File: src/rtl/disp_pkg.sv
// Shared types and constants for the seven-segment display scheduler.
package disp_pkg;

  typedef enum logic [1:0] {
    IDLE  = 2'd0,
    SHOW0 = 2'd1,
    SHOW1 = 2'd2
  } state_t;

  localparam logic [1:0] GRANT_NONE = 2'b00;
  localparam logic [1:0] GRANT0     = 2'b01;
  localparam logic [1:0] GRANT1     = 2'b10;

  localparam int DIGITS = 4;

endpackage

File: src/rtl/disp_scheduler_if.sv
// Bundle between the two value sources and the display scheduler.
// Requests are levels with no ready: a source holds reqN high for as long as
// it wants the display; grant is registered and changes only at frame ends.
interface disp_scheduler_if;
  import disp_pkg::*;

  logic        req0;
  logic        req1;
  logic [15:0] src0_value;
  logic [15:0] src1_value;
  logic [1:0]  grant;
  logic [15:0] disp_value;
  logic [1:0]  digit_sel;
  logic        digit_tick;
  logic        blank;
  state_t      state_dbg;

  modport master (
    output req0, req1, src0_value, src1_value,
    input  grant, disp_value, digit_sel, digit_tick, blank, state_dbg
  );

  modport slave (
    input  req0, req1, src0_value, src1_value,
    output grant, disp_value, digit_sel, digit_tick, blank, state_dbg
  );

endinterface

File: src/rtl/refresh_prescaler.sv
// Digit refresh prescaler: one digit_tick every REFRESH_DIV clocks, a 2-bit
// scan index, and frame_end on the tick that finishes the last digit.
module refresh_prescaler
  import disp_pkg::*;
#(
  parameter int REFRESH_DIV = 100000,
  parameter int CNT_W       = 17
) (
  input  logic       clk,
  input  logic       reset,
  input  logic       pause,
  output logic       digit_tick,
  output logic [1:0] digit_sel,
  output logic       frame_end
);

  localparam logic [CNT_W-1:0] CNT_MAX  = CNT_W'(REFRESH_DIV - 1);
  localparam logic [1:0]       SEL_LAST = 2'(DIGITS - 1);

  logic [CNT_W-1:0] cnt_q, cnt_d;
  logic [1:0]       sel_q, sel_d;

  // Pause gates the tick itself, so a frozen count can never emit a pulse.
  always_comb begin
    digit_tick = !pause && (cnt_q == CNT_MAX);
    frame_end  = digit_tick && (sel_q == SEL_LAST);
    cnt_d      = cnt_q;
    sel_d      = sel_q;
    if (!pause) begin
      cnt_d = digit_tick ? '0 : cnt_q + CNT_W'(1);
    end
    if (digit_tick) begin
      sel_d = sel_q + 2'd1;
    end
  end

  always_ff @(posedge clk or negedge reset) begin
    if (!reset) begin
      cnt_q <= '0;
      sel_q <= '0;
    end else begin
      cnt_q <= cnt_d;
      sel_q <= sel_d;
    end
  end

  assign digit_sel = sel_q;

endmodule

File: src/rtl/disp_scheduler.sv
// Time-shares the 4-digit display between two sources with per-frame,
// round-robin arbitration and a value latch updated only at frame ends.
module disp_scheduler
  import disp_pkg::*;
#(
  parameter int REFRESH_DIV = 100000,
  parameter int HOLD_FRAMES = 250,
  parameter int CNT_W       = 17
) (
  input  logic              clk,
  input  logic              reset,
  input  logic              pause,
  disp_scheduler_if.slave   bus
);

  localparam int                HOLD_W    = (HOLD_FRAMES > 1) ? $clog2(HOLD_FRAMES) : 1;
  localparam logic [HOLD_W-1:0] HOLD_LAST = HOLD_W'(HOLD_FRAMES - 1);

  logic              frame_end;
  state_t            state_q, state_d;
  logic [HOLD_W-1:0] hold_q, hold_d;
  logic              last_q, last_d;   // 1 = source 1 was granted most recently
  logic [1:0]        grant_q, grant_d;
  logic              blank_q, blank_d;
  logic [15:0]       disp_q, disp_d;
  logic              own_req, other_req;
  state_t            other_state;

  refresh_prescaler #(
    .REFRESH_DIV (REFRESH_DIV),
    .CNT_W       (CNT_W)
  ) u_prescaler (
    .clk        (clk),
    .reset      (reset),
    .pause      (pause),
    .digit_tick (bus.digit_tick),
    .digit_sel  (bus.digit_sel),
    .frame_end  (frame_end)
  );

  always_ff @(posedge clk or negedge reset) begin
    if (!reset) begin
      state_q <= IDLE;
      hold_q  <= '0;
      last_q  <= 1'b1;
      grant_q <= GRANT_NONE;
      blank_q <= 1'b1;
      disp_q  <= '0;
    end else begin
      state_q <= state_d;
      hold_q  <= hold_d;
      last_q  <= last_d;
      grant_q <= grant_d;
      blank_q <= blank_d;
      disp_q  <= disp_d;
    end
  end

  always_comb begin
    state_d     = state_q;
    hold_d      = hold_q;
    last_d      = last_q;
    own_req     = (state_q == SHOW1) ? bus.req1 : bus.req0;
    other_req   = (state_q == SHOW1) ? bus.req0 : bus.req1;
    other_state = (state_q == SHOW1) ? SHOW0 : SHOW1;
    if (frame_end) begin
      case (state_q)
        IDLE: begin
          if (bus.req0 && bus.req1) state_d = last_q ? SHOW0 : SHOW1;
          else if (bus.req0)        state_d = SHOW0;
          else if (bus.req1)        state_d = SHOW1;
        end
        SHOW0, SHOW1: begin
          // Dropping the own request releases the display without the hold.
          if (!own_req) begin
            state_d = other_req ? other_state : IDLE;
          end else if (hold_q < HOLD_LAST) begin
            hold_d = hold_q + HOLD_W'(1);
          end else begin
            hold_d = '0;
            if (other_req) state_d = other_state;
          end
        end
        default: state_d = IDLE;
      endcase
      if ((state_d != state_q) && (state_d != IDLE)) begin
        hold_d = '0;
        last_d = (state_d == SHOW1);
      end
    end
  end

  // Outputs follow the next state so they settle in the cycle after frame_end.
  always_comb begin
    grant_d = grant_q;
    blank_d = blank_q;
    disp_d  = disp_q;
    if (frame_end) begin
      case (state_d)
        SHOW0: begin
          grant_d = GRANT0;
          blank_d = 1'b0;
          disp_d  = bus.src0_value;
        end
        SHOW1: begin
          grant_d = GRANT1;
          blank_d = 1'b0;
          disp_d  = bus.src1_value;
        end
        default: begin
          grant_d = GRANT_NONE;
          blank_d = 1'b1;
          disp_d  = '0;
        end
      endcase
    end
  end

  assign bus.grant      = grant_q;
  assign bus.blank      = blank_q;
  assign bus.disp_value = disp_q;
  assign bus.state_dbg  = state_q;

endmodule

File: src/flat_wrapper.sv
// flat-port wrapper written by rule: the top's interface ports become plain ports
module disp_scheduler_flat import disp_pkg::*;
#(
  parameter int REFRESH_DIV = 100000,
  parameter int HOLD_FRAMES = 250,
  parameter int CNT_W       = 17
)
  (clk, reset, pause, bus_req0, bus_req1, bus_src0_value, bus_src1_value, bus_grant, bus_disp_value, bus_digit_sel, bus_digit_tick, bus_blank, bus_state_dbg);
  disp_scheduler_if bus_i ();
  input  logic clk;
  input  logic reset;
  input  logic pause;
  input wire logic [$bits(bus_i.req0)-1:0] bus_req0;
  input wire logic [$bits(bus_i.req1)-1:0] bus_req1;
  input wire logic [$bits(bus_i.src0_value)-1:0] bus_src0_value;
  input wire logic [$bits(bus_i.src1_value)-1:0] bus_src1_value;
  output wire logic [$bits(bus_i.grant)-1:0] bus_grant;
  output wire logic [$bits(bus_i.disp_value)-1:0] bus_disp_value;
  output wire logic [$bits(bus_i.digit_sel)-1:0] bus_digit_sel;
  output wire logic [$bits(bus_i.digit_tick)-1:0] bus_digit_tick;
  output wire logic [$bits(bus_i.blank)-1:0] bus_blank;
  output wire logic [$bits(bus_i.state_dbg)-1:0] bus_state_dbg;
  assign bus_i.req0 = bus_req0;
  assign bus_i.req1 = bus_req1;
  assign bus_i.src0_value = bus_src0_value;
  assign bus_i.src1_value = bus_src1_value;
  assign bus_grant = bus_i.grant;
  assign bus_disp_value = bus_i.disp_value;
  assign bus_digit_sel = bus_i.digit_sel;
  assign bus_digit_tick = bus_i.digit_tick;
  assign bus_blank = bus_i.blank;
  assign bus_state_dbg = bus_i.state_dbg;
  disp_scheduler #(.REFRESH_DIV(REFRESH_DIV), .HOLD_FRAMES(HOLD_FRAMES), .CNT_W(CNT_W)) u_core (.clk(clk), .reset(reset), .pause(pause), .bus(bus_i));
endmodule
File: config.mk
export PLATFORM = sky130hd
export DESIGN_NAME = disp_scheduler_flat
export DESIGN_NICKNAME = d
export VERILOG_FILES = /design/src/rtl/disp_pkg.sv /design/src/rtl/disp_scheduler_if.sv /design/src/rtl/refresh_prescaler.sv /design/src/rtl/disp_scheduler.sv /design/src/flat_wrapper.sv
export SDC_FILE = /design/constraint.sdc
export NUM_CORES = 1
export LEC_CHECK = 0
export ABC_AREA = 1
export CORE_MARGIN = 2
export CORE_UTILIZATION = 53
export CTS_BUF_LIST = sky130_fd_sc_hd__clkbuf_8
export DETAILED_ROUTE_END_ITERATION = 6
export GPL_TIMING_DRIVEN = 0
export PLACE_DENSITY = 0.81
export RECOVER_POWER = 50
export SLEW_MARGIN = 20
export SYNTH_ARGS = -nofsm -noshare
export SYNTH_HDL_FRONTEND = slang
export SYNTH_SLANG_ARGS = --single-unit
File: constraint.sdc
create_clock -name clk -period 2.95 [get_ports clk]
set_clock_uncertainty 0.05 [all_clocks]
set_input_delay 0.59 -clock clk [delete_from_list [all_inputs] [get_ports clk]]
set_output_delay 0.59 -clock clk [all_outputs]
set_load 0.02 [all_outputs]
# Yosys cells after proc, flatten, opt, wreduce, memory -nomap -nowiden
# Index checks and enable logic that the tools add are counted.
# W data, S select, Z words.
[op_classes] n_shift=0 order_cmp=1 add_sub_neg=3 div=0 reduce_logical=13 n_mul=0 n_bitwise=0 n_mux=22 eq_ne=8
[ops] operator="$mux W8" n=4
[ops] operator="$pmux W16 S2" n=1
[ops] operator="$mux W2" n=11
[ops] operator="$add A17 B1 Y17 const B" n=1
[ops] operator="$eq A17 B17 Y1 const B" n=1
[ops] operator="$mux W17" n=1
[ops] operator="$add A8 B1 Y8 const B" n=1
[ops] operator="$eq A2 B2 Y1 const B" n=4
[ops] operator="$lt A8 B8 Y1 const B" n=1
[ops] operator="$pmux W2 S2" n=2
[ops] operator="$reduce_bool A2 Y1" n=3
[ops] operator="$eq A2 B1 Y1 const B" n=2
[ops] operator="$logic_and A1 B1 Y1" n=4
[ops] operator="$reduce_or A2 Y1" n=2
[ops] operator="$mux W1" n=3
[ops] operator="$reduce_and A3 Y1" n=1
[ops] operator="$add A2 B1 Y2 const B" n=1
[ops] operator="$logic_not A2 Y1" n=1
[ops] operator="$ne A2 B2 Y1" n=1
[ops] operator="$reduce_and A2 Y1" n=1
[ops] operator="$logic_not A1 Y1" n=1
[totals] ram_bits=0 regBits=49 word_cells=55 output_inout_bits=24 inputBits=37 latch_bits=0 mem_count=0 romBits=0

# Logic depth before layout (Yosys ltp)
# Gate-level depths: netlist of run 1.
[depth] word_depth=11 ltp_mapped=22 ltp_nobuf=20

# Cells and area by module
# A second synthesis of run 1 with hierarchy kept.
[hier_totals] cells_unflattened=385 area_unflattened_um2=3006.6
[modules_own_cells] module="disp_scheduler" instances=1 seq_area_each_um2=753.2 area_per_inst_um2=1834.3 cells_each=220
[modules_own_cells] module="refresh_prescaler" instances=1 seq_area_each_um2=475.5 area_per_inst_um2=1172.4 cells_each=165

# Least setup slack after synthesis of run 1
# Ideal clock, no wire load.
[synth_path] path_type="input port to flip-flop" start="input port pause" end="register u_core.disp_q[6] (netlist: u_core.bus.disp_value[6])" path_stages=16 path_slack_ns=0.023 path_buffers=2 t_arrival_ns=2.760 path_cell_list="inv_2 > nand2_1 > nor2_4 > nand3_1 > nor2_4 > inv_2 > nor2_8 > nor2_1 > a21oi_1 > inv_1 > ha_1 > clkbuf_1 > clkbuf_1 > a22o_1 > nand3_1 > nand2_1"
[synth_via] elab_chain_cells=6 elab_cells_between_ends=7
[synth_lines] item="start: declaration" line="flat_wrapper.sv:12" text="input logic pause;"
[synth_lines] item="$logic_not A1 Y1 *"
[synth_lines] item="$logic_and A1 B1 Y1 *" line="refresh_prescaler.sv:25" text="digit_tick = !pause && (cnt_q == CNT_MAX);"
[synth_lines] item="named net bus_digit_tick" line="flat_wrapper.sv:20" text="output wire logic [$bits(bus_i.digit_tick)-1:0] bus_digit_tick;"
[synth_lines] item="$logic_and A1 B1 Y1 *" line="refresh_prescaler.sv:26" text="frame_end = digit_tick && (sel_q == SEL_LAST);"
[synth_lines] item="$mux W2 *" line="disp_scheduler.sv:66" text="if (frame_end) begin"
[synth_lines] item="named net u_core.state_d[1]" line="disp_scheduler.sv:20" text="state_t state_q, state_d;"
[synth_lines] item="$eq A2 B2 Y1 or $eq A2 B1 Y1 (tied branches)" line="disp_scheduler.sv:99" text="case (state_d)"
[synth_lines] item="$pmux W16 S2 *" line="disp_scheduler.sv:99"
[synth_lines] item="end signal: assignment" line="disp_scheduler.sv:55" text="disp_q <= disp_d;"
[synth_lines] item="end: declaration" line="disp_scheduler.sv:25" text="logic [15:0] disp_q, disp_d;"
# Mark *: on every way through the listed nets, which the timed path passes. The rest lies on a longest branch.
# A chain may end at the register's enable or synchronous reset.

# Worst setup path in the final report of run 1
[layout_path] start="input port pause" end="register u_core.disp_q[9] (netlist: u_core.bus.disp_value[9])"
[layout_via] elab_chain_cells=6 elab_cells_between_ends=7
[layout_lines] item="$logic_not A1 Y1 *"
[layout_lines] item="$logic_and A1 B1 Y1 *" line="refresh_prescaler.sv:25"
[layout_lines] item="$logic_and A1 B1 Y1 *" line="refresh_prescaler.sv:26"
[layout_lines] item="$mux W2 *" line="disp_scheduler.sv:66"
[layout_lines] item="named net u_core.state_d[1]" line="disp_scheduler.sv:20"
[layout_lines] item="$eq A2 B2 Y1 or $eq A2 B1 Y1 (tied branches)" line="disp_scheduler.sv:99"
[layout_lines] item="$pmux W16 S2 *" line="disp_scheduler.sv:99"
# Marks and branches as above.

==> results of run 1 <==
[through the flow]
stage | hold slack, ns | cells | worst slack, ns
after floorplan | 0.244 | 376 | 0.0225
after global placement | 0.402 | 508 | -0.903
after detailed placement | 0.413 | 509 | -0.929
after CTS | 0.183 | 520 | 0.00558
after global routing | 0.453 | 527 | 0.000957
final | 0.387 | 527 | 0.167
[timing repair]
item | in CTS | in global routing
hold buffers | 0 | 0
pin swaps | 3 | 2
gates resized for setup | 9 | 15
buffers inserted | 6 | 7
hold endpoints to repair | 0 | 0
setup endpoints to repair | 18 | 16
[Yosys cell counts]
library cell  number
a211oi_1           1
a21oi_1           14
a22o_1            16
a31oi_1            1
buf_1              1
buf_2              1
buf_4              1
clkbuf_1           5
clkinv_1           2
dfrtp_1           47
dfstp_2            2
ha_1              11
inv_1             44
inv_2              4
nand2_1          103
nand2_2            4
nand2_4            2
nand3_1           38
nand3_2            2
nand3_4            1
nand4_1           13
nor2_1            22
nor2_2             2
nor2_4             4
nor2_8             1
nor3_1            11
nor4_1             3
o211ai_1           1
o21ai_0           10
o21ai_2            1
o221a_2            1
xnor2_1            2
xor2_1             5
[layer usage]
metal	global-route usage	part of all wire
met1	0.286	0.42
met2	0.433	0.51
met3	0.0598	0.061
met4	0.0702	0.0082
met5	0	0
[worst reg2reg max path, stage by stage, from the launching register on]
cell and delay [ns]:
dfrtp_2 0.45, inv_1 0.12, ha_1 0.18, inv_1 0.07
nor2_1 0.17, a21oi_1 0.10, nand2_1 0.07, nand2_1 0.08
nand2_1 0.07, nand2_1 0.06, nand2_1 0.09, inv_2 0.06
a21oi_4 0.19, inv_2 0.09, ha_4 0.19, clkbuf_8 0.16
a22o_1 0.22, nand3_1 0.08, nand2_1 0.05
[registers in the layout, indices dropped and copies added (netlist names)]
signal and cells:
u_core.bus.disp_value 16, u_core.bus.state_dbg 2, u_core.hold_q 8, u_core.last_q 1, u_core.bus.blank 1, u_core.u_prescaler.cnt_q 17, u_core.bus.grant 2, u_core.u_prescaler.digit_sel 2
[layout by cell type (no fill, tap or decap), types with 4 or more instances in the layout]
cell	count
clkbuf_8	7
o21ai_0	10
buf_4	12
xor2_1	5
dfrtp_1	46
nor3_1	11
inv_2	5
a22o_1	16
nand2_1	103
clkdlybuf4s50_1	54
nor2_1	22
clkbuf_1	4
a21oi_1	12
ha_1	9
nand3_1	38
inv_1	43
nor2_4	4
nand4_1	13
nand2_2	4
[area by class of cell]
class | count | area, sq um | area share
repair buffers | 74 | 706 | 0.182
well taps | 72 | 90.1 | 0.0233
multi-input cells | 269 | 1520 | 0.392
inverters | 50 | 194 | 0.0501
plain buffers | 6 | 48.8 | 0.0126
clock inverters | 1 | 3.75 | 0.000969
flip-flops and latches | 49 | 1230 | 0.318
clock buffers | 6 | 82.6 | 0.0213
[worst paths after layout]
kind                                                       from                                        to  slack (ns)  cells past startpoint
setup / recovery                                          pause      u_core.bus.disp_value[9]$_DFFE_PN0N_        0.17                     16
hold / removal                                            reset  u_core.u_prescaler.cnt_q[14]$_DFFE_PN0N_        0.39                      1
setup reg to reg              u_core.bus.state_dbg[0]$_DFF_PN0_     u_core.bus.disp_value[15]$_DFFE_PN0N_        0.29                     18
hold reg to reg            u_core.bus.disp_value[7]$_DFFE_PN0N_      u_core.bus.disp_value[7]$_DFFE_PN0N_        0.42                      2
max in group asynchronous                                 reset              u_core.bus.blank$_DFFE_PN1N_        1.69                      2
min in group clk           u_core.bus.disp_value[7]$_DFFE_PN0N_      u_core.bus.disp_value[7]$_DFFE_PN0N_        0.42                      2
[cells by family after synthesis]
logic type                 after synthesis
AOI/OAI and AO/OA                       45
and+or+nand+nor                        206
adders and majority gates               11
DFF                                     49
xor gates and xnor gates                 7
buffers and inverters                   58
[power by group through the flow]
| stage | Combinational (mW) | Sequential, mW | Clock, mW |
|---|---|---|---|
| finish | 0.245 | 0.795 | 0.400 |
| global route | 0.285 | 0.803 | 0.426 |
| CTS | 0.247 | 0.794 | 0.404 |
| detailed placement | 0.242 | 0.808 | 0 |
| global placement | 0.232 | 0.802 | 0 |
| floorplan | 0.152 | 0.790 | 0 |
==> results by group, run 1 <==
Status
  • Run status: finished, final reports clean

Worst setup path
  • Critical Path RT: approximately 3 ns
  • Worst-path cell with the longest stage delay: clkdlybuf4s50_1
  • Max stage delay on crit path: 0.47 ns
  • Worst setup SP type: input pin
  • Critical path class: in -> reg
  • Crit. End Element: flip-flop
  • Worst Path Max Fanout: 10
  • Crit-path cells: clkdlybuf4s50_1, inv_2, nand2_1, nor2_4, nand3_1, nor2_4, inv_4, nor2_8, buf_4, a21oi_2, buf_4, ha_4, clkinvlp_4, buf_6, nand3_1, nand2_1
  • Critical Path AT: approximately 3 ns
  • Crit path max-delay family: buffers and inverters
  • Worst Path Buf+Inv: 7

Power
  • Gate power share: 0.170
  • Peak VDD IR: roughly 270 uV
  • PD cells: 372 nW/um^2
  • Switching part of the total power: 0.288
  • NetSw: 414 uW
  • Register share of total power: 0.552
  • Clock power frac: 0.278
  • Static Leak: 1.97 nW
  • Power Total: around 1.4 mW
  • P_int: around 1.0 mW

Timing
  • Slew Limit Fails: 0
  • Setup-failing EPs final: 0
  • Setup TNS: 0 ns
  • RSZ-0062 raised after global routing: no
  • Max_slew headroom: 0.325
  • Hold Fails Final Rpt: 0
  • Min Tclk post-route: 2.78 ns
  • Fmax: ~360 MHz
  • Tcrit/Tclk final: 0.943
  • Actual slew at the worst max-slew pin: 1.01 ns

Synthesis
  • Largest area contributor in the netlist: dfrtp_1
  • Synth cell types: 33
  • Number of synthesized register bits: 49
  • Post-synthesis area per instance: 7.79 sq um
  • Complex-gate fraction of the synthesized area: 0.103
  • Largest family of logic cells by synthesized area: simple AND/OR/NAND/NOR gates
  • Top-area cell type share of the netlist area: 0.402
  • Synth Instances: 376
  • Xor/xnor share of the synthesized area: 0.0209
  • Area contributors post-synth: dfrtp_1, nand2_1, nand3_1, inv_1, a22o_1
  • Adder-cell share of the synthesized area: 0.0470
  • Ys Warns: 0
  • Post-synthesis mux area share: 0
  • Post-synth design cell area: 2930 sq um
  • Post-synthesis simple-gate area fraction: 0.334
  • Sequential-to-total area share from yosys stat: 0.419
  • Post-Syn Nets: 424

Place
  • Detailed Place HPWL: 4970 microns
  • Gpl congestion: 0.852
  • Port Buf Inserts: 60
  • Post-DP Area: between 3000 and 4000 sq um

Clock tree
  • H-tree level count: 2
  • CTS Root Cell: clkbuf_8
  • Worst skew pair latency: 0.30 ns
  • Worst-path clk slew: ~0.090 ns
  • CTS tree: yes
  • Num CTS Buffers: 5
  • Clk buf depth: 2
  • CTS sink count: between 40 and 50

Global routing
  • Overflow after GRT: 0
  • Largest net degree at the start of global routing: 33
  • Antenna violations before repair: 0
  • Vias in the first global route: 2781
  • GRT Util Overall: 0.241
  • Global-route wire length before repair: 12000 microns

Route
  • First-pass iteration count of the detailed router: 4
  • Routed WL per cell: between 10 and 15 microns
  • ANT nets after route: 0
  • WL final: ~7000 microns
  • Iter 0 DRT Violations: 125
  • Remaining DRCs: 0
  • Vias per cell: about 5.3
  • Vias: 2802

Die
  • Row Count: 27
  • Die area: roughly 6000 sq um
  • Die width: 78.3 microns
  • Die height: 78.3 microns
  • CORE AREA: 5410 sq um
  • Initial core utilization: 0.542
  • Io pins: 61

Layout
  • Share of cells above drive strength 1: 0.121
  • Fin area: 3870 sq um
  • # diodes: 0
  • Nets: 503
  • Utilization after layout: 0.716
  • Area Growth Syn to Fin: 32.2%
  • Number of fillers in the final layout: around 420

Job
  • Max_cap viols: 0

Worst hold path
  • Hold Path Class: in -> async
Power figures use the tool's default switching activity.
==> inputs of run 2 (changes only) <==
==> constraint.sdc (replaced) <==
create_clock -name clk -period 2.95 [get_ports clk]
set_clock_uncertainty 0.05 [all_clocks]
set_input_delay 0.295 -clock clk [delete_from_list [all_inputs] [get_ports clk]]
set_output_delay 0.295 -clock clk [all_outputs]
set_load 0.02 [all_outputs]
==> run 2 against run 1 <==
Compared with the run above: cell count down 0.19%; hold slack better by 0.036 ns; global-route usage down 0.40 points; power down 0.57%; combinational power down 2%; first-iteration DRC count unchanged; clock power down 1%; via count down 1.2%; sequential cell count unchanged; critical path depth unchanged; largest power group unchanged.
==> results by group, run 2 (synthesis gave the netlist of run 1 again) <==
Power
  • Power Total: 1.43 mW (-0.57%)
  • Peak VDD IR: 265 uV (-0.83%)
  • Static Leak: 1.96 nW (-0.79%)
  • PD cells: 374 nW/um^2 (+0.46%)

Worst setup path
  • Critical path class: in -> reg
  • CP startpoint: pause
  • Critical Path AT: 2.90 ns (-0.02 ns)
  • Worst Path Max Fanout: 10 (unchanged)
  • Worst-path cell with the longest stage delay: clkdlybuf4s50_1
  • Crit. End Element: flip-flop
  • FF-to-FF path depth: 15 (-3)
  • Critical Path RT: 3.09 ns (about the same)
  • Crit-path cells: clkdlybuf4s50_1, inv_2, nand2_1, nor2_4, nand3_1, nor2_4, inv_2, nor2_8, nor2_1, a21oi_4, inv_1, ha_2, clkbuf_4, a22o_1, nand3_1, nand2_1
  • Max stage delay on crit path: 0.47 ns (about the same)
  • Worst setup SP type: input pin
  • Worst reg-to-reg setup slack: 0.26 ns (-0.03 ns)
  • Worst R2R Start: u_core.u_prescaler.cnt_q[0]$_DFFE_PN0N_
  • Setup crit end: u_core.bus.disp_value[9]$_DFFE_PN0N_
  • FF-to-FF End: u_core.bus.disp_value[9]$_DFFE_PN0N_

Place
  • Gpl congestion: 0.852 (unchanged)
  • Detailed Place HPWL: 4970 microns (unchanged)
  • Port Buf Inserts: 60 (unchanged)
  • Dpl cells: 509 (unchanged)
  • Post-DP Area: 3630 sq um (unchanged)

Timing
  • Hold Slack: 0.422 ns (+0.0357 ns)
  • Hold Fails Final Rpt: 0 (unchanged)
  • Tcrit/Tclk final: 0.937 (-0.00638)
  • Max_slew headroom: 0.378 (+0.0521)
  • Slew Limit Fails: 0 (unchanged)
  • Setup-failing EPs final: 0 (unchanged)
  • Min Tclk post-route: 2.76 ns (-0.0188 ns)
  • Fmax: 362 MHz (+0.68%)
  • Actual slew at the worst max-slew pin: 0.934 ns (-0.0781 ns)

Die
  • Die width: 78.3 microns (unchanged)
  • Initial core utilization: 0.542 (unchanged)
  • Die height: 78.3 microns (unchanged)
  • CORE AREA: 5410 sq um (unchanged)
  • Row Count: 27 (unchanged)
  • Die area: 6140 sq um (unchanged)
  • Io pins: 61 (unchanged)

Layout
  • Commonest non-fill, non-tap cell in the layout: nand2_1
  • Max reg flops: 17 (unchanged)
  • Area Growth Syn to Fin: 30.8%
  • # diodes: 0 (unchanged)
  • Number of fillers in the final layout: 423 (+1.7%)
  • Nets: 502 (-0.20%)
  • Fin cells: 526 (-0.19%)
  • Share of cells above drive strength 1: 0.119 (-0.00194)
  • Largest Register: u_core.u_prescaler.cnt_q
  • Fin area: 3830 sq um (-1.0%)
  • Most frequent cells in the layout: nand2_1, clkdlybuf4s50_1, inv_1, dfrtp_1, nand3_1

Route
  • Iter 0 DRT Violations: 125 (unchanged)
  • Vias: 2768 (-1.2%)
  • ANT nets after route: 0 (unchanged)
  • Vias per cell: 5.26 (-1.0%)
  • Routed WL per cell: 12.9 microns (-2.9%)
  • Remaining DRCs: 0 (unchanged)
  • First-pass iteration count of the detailed router: 4 (unchanged)
  • WL final: 6760 microns (-3.1%)

Clock tree
  • Clk buf depth: 2 (unchanged)
  • CTS tree: yes
  • CTS sink count: 49 (unchanged)
  • Worst-path clk slew: 0.08 ns (about the same)
  • CTS Root Cell: clkbuf_8
  • Num CTS Buffers: 5 (unchanged)
  • Worst skew pair latency: 0.29 ns (about the same)
  • H-tree level count: 2 (unchanged)

Status
  • Run status: finished, final reports clean

Global routing
  • Vias in the first global route: 2760 (-0.76%)
  • Global-route wire length before repair: 11900 microns (-1.3%)
  • Overflow after GRT: 0 (unchanged)
  • Antenna violations before repair: 0 (unchanged)
  • Largest net degree at the start of global routing: 33 (unchanged)
  • GRT Util Overall: 0.237 (-0.00395)

Worst hold path
  • Hold Path Class: reg -> reg

Job
  • Max_cap viols: 0 (unchanged)
## run 2: repair_timing
action	in CTS	in global routing
setup buffers	1	10
pin swaps	1	2
hold buffers	1	0
hold endpoints to repair	17	0
gates resized for setup	6	10
setup endpoints to repair	13	16
## run 2: how the worst min path moves through the flow
stage	startpoint	to	slack [ns]	depth (start not counted)
CTS	reset	u_core.u_prescaler.cnt_q[10]$_DFFE_PN0N_	0.42	2
floorplan	reset	u_core.bus.disp_value[0]$_DFFE_PN0N_	-0.05	0
detailed placement	reset	u_core.u_prescaler.cnt_q[10]$_DFFE_PN0N_	0.21	1
finish	u_core.bus.disp_value[7]$_DFFE_PN0N_	u_core.bus.disp_value[7]$_DFFE_PN0N_	0.42	2
global placement	u_core.bus.grant[0]$_DFFE_PN0N_	u_core.bus.grant[0]$_DFFE_PN0N_	0.40	2
global route	u_core.last_q$_DFFE_PN1P_	u_core.last_q$_DFFE_PN1P_	0.45	2
## run 2: layer usage
layer  routed length (microns)  vias up  global-route usage
met4                        87        0              0.0702
met3                       400        9              0.0609
met5                         0        -                   0
met1                      2820     1308               0.277
li1                          -     1387                   -
met2                      3450       64               0.429
## run 2: worst max-delay path: cells and delay by family
| kind | cells | cell delay, ns |
|---|---|---|
| simple gates | 8 | 1.00 |
| fa+ha+maj | 1 | 0.24 |
| compound gates | 2 | 0.35 |
| buf+inv | 5 | 1.01 |
## run 2: stage by stage
step                      TNS, ns  setup WS (ns)  utilization
after floorplan                 0         0.0815            -
after global placement      -7.40         -0.608        0.670
after detailed placement    -8.16         -0.634        0.672
after CTS                       0        0.00495        0.694
after global routing      -0.0104        -0.0104        0.709
final                           0          0.186        0.709
## run 2: power breakdown
| part | internal [mW] | total (mW) | switching, mW |
|---|---|---|---|
| logic | 0.113 | 0.241 | 0.128 |
| registers | 0.728 | 0.795 | 0.0676 |
| clock network | 0.183 | 0.395 | 0.212 |
## run 2: layout make-up
class | instances | area, sq um | area share
Buffer | 6 | 36.3 | 0.00947
Clock buffer | 6 | 82.6 | 0.0215
Clock inverter | 1 | 3.75 | 0.000979
Inverter | 50 | 191 | 0.0500
Multi-Input combinational cell | 269 | 1510 | 0.393
Sequential cell | 49 | 1230 | 0.321
Tap cell | 72 | 90.1 | 0.0235
Timing Repair Buffer | 73 | 692 | 0.181
